**src/rtl/dbg_pkg.sv**
```systemverilog
// Shared constants and types for the debug command receiver.
// DBG_RX_CSUM_EN adds the checksum state to the parser.
package dbg_pkg;

    localparam logic [7:0] DBG_HDR = 8'hA5;

    typedef enum logic [1:0] {
        OP_READ     = 2'd0,
        OP_WRITE    = 2'd1,
        OP_HALT_SET = 2'd2,
        OP_HALT_CLR = 2'd3
    } dbg_op_e;

    typedef enum logic [3:0] {
        P_HUNT,
        P_CMD,
        P_A2,
        P_A1,
        P_A0,
        P_D1,
        P_D0,
`ifdef DBG_RX_CSUM_EN
        P_CSUM,
`endif
        P_ISSUE
    } dbg_parse_e;

    typedef enum logic [1:0] {
        RX_IDLE,
        RX_START,
        RX_DATA,
        RX_STOP
    } dbg_rx_e;

endpackage

```
**src/rtl/dbg_uart_rx.sv**
```systemverilog
// 8N1 UART byte receiver with a 2-flop input synchronizer.
// Emits one-cycle strobes for a good byte or for a byte with a low stop bit.
module dbg_uart_rx
    import dbg_pkg::*;
#(
    parameter int CLK_DIV = 434
)
(
    input  logic       clk_asic,
    input  logic       rst_n,
    input  logic       i_rx,
    output logic [7:0] o_byte,
    output logic       o_byte_stb,
    output logic       o_stop_err
);

    localparam logic [11:0] BIT_LAST  = 12'(CLK_DIV - 1);
    localparam logic [11:0] HALF_LAST = 12'(CLK_DIV / 2 - 1);

    logic [2:0]  r_sync;
    dbg_rx_e     r_state;
    logic [11:0] r_cnt;
    logic [2:0]  r_bit;
    logic [7:0]  r_shift;
    logic        r_byte_stb;
    logic        r_stop_err;

    logic w_rx;
    logic w_fall;

    // Sync chain resets low so a line held low across reset is never seen as a start edge.
    assign w_rx   = r_sync[1];
    assign w_fall = r_sync[2] & ~r_sync[1];

    always_ff @(negedge clk_asic or negedge rst_n) begin
        if (!rst_n) begin
            r_sync     <= 3'b000;
            r_state    <= RX_IDLE;
            r_cnt      <= '0;
            r_bit      <= '0;
            r_shift    <= '0;
            r_byte_stb <= 1'b0;
            r_stop_err <= 1'b0;
        end else begin
            r_sync     <= {r_sync[1:0], i_rx};
            r_byte_stb <= 1'b0;
            r_stop_err <= 1'b0;
            case (r_state)
                RX_IDLE: begin
                    if (w_fall) begin
                        r_state <= RX_START;
                        r_cnt   <= '0;
                    end
                end
                RX_START: begin
                    if (r_cnt == HALF_LAST) begin
                        r_cnt   <= '0;
                        r_bit   <= '0;
                        r_state <= w_rx ? RX_IDLE : RX_DATA;
                    end else begin
                        r_cnt <= r_cnt + 12'd1;
                    end
                end
                RX_DATA: begin
                    if (r_cnt == BIT_LAST) begin
                        r_cnt   <= '0;
                        r_shift <= {w_rx, r_shift[7:1]};
                        r_bit   <= r_bit + 3'd1;
                        if (r_bit == 3'd7) begin
                            r_state <= RX_STOP;
                        end
                    end else begin
                        r_cnt <= r_cnt + 12'd1;
                    end
                end
                RX_STOP: begin
                    // Returning to idle at the stop-bit centre leaves half a bit to catch the next start edge.
                    if (r_cnt == BIT_LAST) begin
                        r_cnt      <= '0;
                        r_byte_stb <= w_rx;
                        r_stop_err <= ~w_rx;
                        r_state    <= RX_IDLE;
                    end else begin
                        r_cnt <= r_cnt + 12'd1;
                    end
                end
                default: r_state <= RX_IDLE;
            endcase
        end
    end

    assign o_byte     = r_shift;
    assign o_byte_stb = r_byte_stb;
    assign o_stop_err = r_stop_err;

endmodule

```
**src/rtl/dbg_cmd_rx.sv**
```systemverilog
// Debug command receiver: UART frames decoded into read/write commands and halt control.
// Define DBG_RX_CSUM_EN to require a trailing XOR checksum byte on every frame.
module dbg_cmd_rx
    import dbg_pkg::*;
#(
    parameter int CLK_DIV  = 434,
    parameter int TMO_BITS = 64
)
(
    input  logic        clk_asic,
    input  logic        rst_n,
    input  logic        uart_rx,
    output logic        cmd_valid,
    output logic        cmd_we,
    output logic [1:0]  cmd_be,
    output logic [23:0] cmd_addr,
    output logic [15:0] cmd_data,
    input  logic        cmd_ack,
    output logic        dbg_halt,
    output logic        frame_err
);

    localparam logic [31:0] TMO_LAST = 32'(TMO_BITS * CLK_DIV - 1);

    logic [7:0] w_byte;
    logic       w_byte_stb;
    logic       w_stop_err;

    dbg_parse_e  r_state;
    dbg_op_e     r_op;
    logic [1:0]  r_be;
    logic [23:0] r_addr;
    logic [15:0] r_data;
    logic [31:0] r_tmo_cnt;
    logic        r_cmd_valid;
    logic        r_cmd_we;
    logic [1:0]  r_cmd_be;
    logic [23:0] r_cmd_addr;
    logic [15:0] r_cmd_data;
    logic        r_halt;
    logic        r_frame_err;

    dbg_uart_rx #(.CLK_DIV(CLK_DIV)) u_rx (
        .clk_asic   (clk_asic),
        .rst_n      (rst_n),
        .i_rx       (uart_rx),
        .o_byte     (w_byte),
        .o_byte_stb (w_byte_stb),
        .o_stop_err (w_stop_err)
    );

`ifdef DBG_RX_CSUM_EN
    logic [7:0] r_csum;

    // Running XOR restarts on the CMD byte; garbage accumulated in other states is never compared.
    always_ff @(negedge clk_asic or negedge rst_n) begin
        if (!rst_n) begin
            r_csum <= '0;
        end else if (w_byte_stb) begin
            r_csum <= (r_state == P_CMD) ? w_byte : (r_csum ^ w_byte);
        end
    end
`endif

    always_ff @(negedge clk_asic or negedge rst_n) begin
        if (!rst_n) begin
            r_state     <= P_HUNT;
            r_op        <= OP_READ;
            r_be        <= '0;
            r_addr      <= '0;
            r_data      <= '0;
            r_tmo_cnt   <= '0;
            r_cmd_valid <= 1'b0;
            r_cmd_we    <= 1'b0;
            r_cmd_be    <= '0;
            r_cmd_addr  <= '0;
            r_cmd_data  <= '0;
            r_halt      <= 1'b0;
            r_frame_err <= 1'b0;
        end else begin
            r_frame_err <= 1'b0;
            if (r_cmd_valid && cmd_ack) begin
                r_cmd_valid <= 1'b0;
            end
            if (w_stop_err) begin
                r_frame_err <= 1'b1;
                r_state     <= P_HUNT;
                r_tmo_cnt   <= '0;
            end else if (w_byte_stb) begin
                r_tmo_cnt <= '0;
                if (r_cmd_valid) begin
                    r_frame_err <= 1'b1;
                    r_state     <= P_HUNT;
                end else begin
                    case (r_state)
                        P_HUNT: if (w_byte == DBG_HDR) r_state <= P_CMD;
                        P_CMD: begin
                            r_op    <= dbg_op_e'(w_byte[1:0]);
                            r_be    <= w_byte[3:2];
                            r_state <= P_A2;
                        end
                        P_A2: begin r_addr[23:16] <= w_byte; r_state <= P_A1; end
                        P_A1: begin r_addr[15:8]  <= w_byte; r_state <= P_A0; end
                        P_A0: begin r_addr[7:0]   <= w_byte; r_state <= P_D1; end
                        P_D1: begin r_data[15:8]  <= w_byte; r_state <= P_D0; end
`ifdef DBG_RX_CSUM_EN
                        P_D0: begin r_data[7:0]   <= w_byte; r_state <= P_CSUM; end
                        P_CSUM: begin
                            if (w_byte == r_csum) begin
                                r_state <= P_ISSUE;
                            end else begin
                                r_frame_err <= 1'b1;
                                r_state     <= P_HUNT;
                            end
                        end
`else
                        P_D0: begin r_data[7:0]   <= w_byte; r_state <= P_ISSUE; end
`endif
                        default: r_state <= P_HUNT;
                    endcase
                end
            end else if (r_state == P_ISSUE) begin
                if (r_op == OP_READ || r_op == OP_WRITE) begin
                    r_cmd_valid <= 1'b1;
                    r_cmd_we    <= (r_op == OP_WRITE);
                    r_cmd_be    <= r_be;
                    r_cmd_addr  <= r_addr;
                    r_cmd_data  <= r_data;
                end else begin
                    r_halt <= (r_op == OP_HALT_SET);
                end
                r_state <= P_HUNT;
            end else if (r_state != P_HUNT) begin
                if (r_tmo_cnt == TMO_LAST) begin
                    r_frame_err <= 1'b1;
                    r_state     <= P_HUNT;
                    r_tmo_cnt   <= '0;
                end else begin
                    r_tmo_cnt <= r_tmo_cnt + 32'd1;
                end
            end
        end
    end

    assign cmd_valid = r_cmd_valid;
    assign cmd_we    = r_cmd_we;
    assign cmd_be    = r_cmd_be;
    assign cmd_addr  = r_cmd_addr;
    assign cmd_data  = r_cmd_data;
    assign dbg_halt  = r_halt;
    assign frame_err = r_frame_err;

endmodule

```
**config.mk**
```make
export PLATFORM = sky130hd
export DESIGN_NAME = dbg_cmd_rx
export DESIGN_NICKNAME = d
export VERILOG_FILES = /design/src/rtl/dbg_pkg.sv /design/src/rtl/dbg_uart_rx.sv /design/src/rtl/dbg_cmd_rx.sv
export SDC_FILE = /design/constraint.sdc
export NUM_CORES = 1
export LEC_CHECK = 0
export ABC_AREA = 1
export CAP_MARGIN = 15
export CORE_MARGIN = 8
export CORE_UTILIZATION = 40
export CTS_CLUSTER_DIAMETER = 150
export DETAILED_ROUTE_END_ITERATION = 16
export HOLD_SLACK_MARGIN = 0.06
export PLACE_DENSITY_LB_ADDON = 0.05
export SKIP_CTS_REPAIR_TIMING = 1
export SYNTH_ARGS = -nofsm -noshare
export SYNTH_HDL_FRONTEND = slang
export SYNTH_SLANG_ARGS = --single-unit
```
**constraint.sdc**
```tcl
create_clock -name clk_asic -period 3.3 [get_ports clk_asic]
set_clock_uncertainty 0.2 [all_clocks]
set_input_delay 0.33 -clock clk_asic [delete_from_list [all_inputs] [get_ports clk_asic]]
set_output_delay 0.33 -clock clk_asic [all_outputs]
set_load 0.05 [all_outputs]
```
==> summary.md <==
| Metric | Value |
|---|---|
| Most Crowded Layer GR | met2 |
| Area grow syn2layout | 24.82% |
| Multi-input logic area | 0.002977 mm^2 |
| Layout cell share with drive strength beyond 1 | 13.63% |
| Cell area after synthesis | 0.007301 mm^2 |
| Most numerous cell in the Yosys netlist | nand2_1 |
| Nets | 955 |
| Startpoint types | flop |
| Fin Setup TNS | 0 ps |
| #FFs+latches synth | 155 |
| Initial DRT Pass Iterations | 5 |
| Origin of the critical flop-to-flop path | u_rx.r_cnt[0] |
| RSZ-0062 raised after global routing | false |
| Kind of critical path | reg -> out |
| Core box area | 0.01796 mm^2 |
| Worst Path Required | 2770 ps |
| Post-synth EDFFs | 0 |
| Clk slew on worst S/H paths | 50 ps |
| Post-synth top area share | 53.13% |
| Htree depth | 4 |
| Routing usage on met2 | 27.05% |
| Final Worst Setup Slack | 49.95 ps |
| Worst-Margin Slew | 780.7 ps |
| Global placer's final weighted congestion | 0.8601 |
| Mux share of post-synthesis cell area | 0% |
| Simple-gate share of the synthesized area | 30.37% |
| Worst hold path class | reg -> reg |
| Seq/Total Area, Yosys | 53.13% |
| Outcome | completed |
| Gate Count Post-Synth | 885 |
| Top cell types by occurrence after synthesis | nand2_1, dfrtn_1, nor2_1 |
| Endpoints failing hold | 0 |
| DRT Wirelength | 17.61 mm |
| Initial Utilization | 40.64% |
| Initial antenna violation count | 0 |
| Vias in the first global route | 5758 |
| Post-Place Worst Slack | 397.9 ps |
| Synth Flop Type | dfrtn_1 |
| Endpoints failing setup | 0 |
| Pwr dens | 476.8 mW/mm^2 |
| Largest family of logic cells by synthesized area | simple AND/OR/NAND/NOR gates |
| Crit. End Element | output pin |
| # port buffers | 49 |
| R2R Path End | u_rx.o_byte[3] |
| Largest net degree at the start of global routing | 45 |
| Min-delay src | u_rx.r_sync[0] |
| Crit path largest cell delay | 510 ps |
| CP cell instances | buf_12 |
| Util after Layout | 50.73% |
| Final routed DRC violation total | 0 |
| Gr usage total | 16.25% |
| # IOs | 50 |
| Top delay family on crit path | flip-flops |
| Total CTS buffers | 17 |
| Mapped Nets | 899 |
| Synth area leader | dfrtn_1 |
| Leakage power figure | 4.453 nW |
| Top cells by area, synth | dfrtn_1, nand2_1, nor2_1 |
| Max FO, Critical Path | 3 |
| GR Util met3 | 3.406% |
| Min Hold Slack | 102.8 ps |
| Die Y | 151.1 um |
| CP max stage cell | dfrtn_1 |
| Initial DRC count | 373 |
| GR Util met1 | 21.23% |
| Drt wl/cell | 14.88 um |
| CTS Sinks | 155 |
| WP buf/inv | 1 |
| Setup slack, reg-to-reg | 980 ps |
| Fraction of registers with async set/reset | 100.0% |
| Distinct cells, synth | 37 |
| WHS Path Cells | 0 |
| Worst Hold Path EP | u_rx.r_sync[1] |
| Relative slew slack | 47.81% |
| ANT nets after route | 0 |
| Worst EP arrival | 2720 ps |
| Num rows | 49 |
| Max clock buf depth | 2 |
| Register-to-Register Path Depth | 6 |
| Die Area | 0.02283 mm^2 |
| Overall Power | 4.345 mW |
| Total number of vias | 5974 |
| Fill count | 1726 |
| Peak supply drop | 0.5641 mV |
| Max Cap Viol | 0 |
| Max Transition Viols Final | 0 |
| Area share of fa/ha/maj cells after synthesis | 1.714% |
| Root buffer cell | clkbuf_16 |
| Dpl hpwl | 12.72 mm |
| Grt total ovfl | 0 |
| Die X | 151.1 um |
| CTS tree | done |
| Post-synthesis compound-gate area fraction | 6.889% |
| Register area | 0.003879 mm^2 |
| First-pass GRT wire length | 29.15 mm |
| Clk Latency, worst-skew pair | 400 ps |
| Synth Area in XOR/XNOR | 1.799% |
| Vias per inst | 5.050 |
| Avg Cell Area, Syn | 8.249 um^2 |
| Synthesis Warnings | 0 |
| Antenna diodes | 0 |
## logic make-up after synthesis
group | after synthesis
flops | 155
fa+ha+maj | 10
xor+xnor | 15
buf+inv | 104
compound gates | 89
simple gates | 512
## per-layer routing
metal / vias to the layer above / share of wire, %
met5: - / 0
met4: 0 / 0.80
met3: 12 / 3.9
met2: 120 / 48
met1: 2909 / 47
li1: 2933 / -
## worst max-delay path by stage
stage,from,end,slack (ps),cells past startpoint
3_3_place_gp,cmd_ack,cmd_valid,410,2
5_1_grt,cmd_valid,cmd_valid,10,1
4_1_cts,cmd_valid,cmd_valid,40,1
3_5_place_dp,cmd_ack,cmd_valid,400,2
6_report,cmd_valid,cmd_valid,50,1
2_1_floorplan,cmd_valid,cmd_valid,430,0
## layout make-up
cell class / instances / area share, %
flip-flops and latches: 155 / 42.56
repair buffers: 56 / 11.44
clock buffers: 17 / 4.668
clock inverters: 15 / 1.963
inverters: 85 / 3.556
multi-input cells: 626 / 32.67
well taps: 229 / 3.144
## registers in the layout, indices dropped and copies added, names as in the netlist, named ones only
signal,count
cmd_addr,24
cmd_be,2
cmd_data,16
cmd_valid,1
cmd_we,1
dbg_halt,1
frame_err,1
r_addr,24
r_be,2
r_data,16
r_op,2
r_state,3
r_tmo_cnt,32
u_rx.o_byte,8
u_rx.o_byte_stb,1
u_rx.o_stop_err,1
u_rx.r_bit,3
u_rx.r_cnt,12
u_rx.r_state,1
u_rx.r_sync,3
## report_power, final
group	leakage, nW	internal, mW	switching [mW]
clock	0.291	1.14	0.856
combinational	2.01	0.102	0.260
sequential	2.16	1.95	0.0362
## per-stage QoR
step,instances,instance area (um^2)
floorplan,885,7301
global placement,1151,8508
detailed placement,1151,8508
CTS,1183,9112
global route,1183,9112
finish,1183,9112
## placed cells by master, fill, tap and decap left out, types with 12 or more instances in the layout
master	synthesis	layout
nand2_1	307	307
dfrtn_1	155	155
nor2_1	85	85
inv_1	80	80
o21ai_0	63	63
buf_12	0	49
nand3_1	45	45
nand4_1	28	28
clkbuf_16	0	17
xor2_1	13	13
nor3_1	12	12
(Power assumes the default switching activity.)
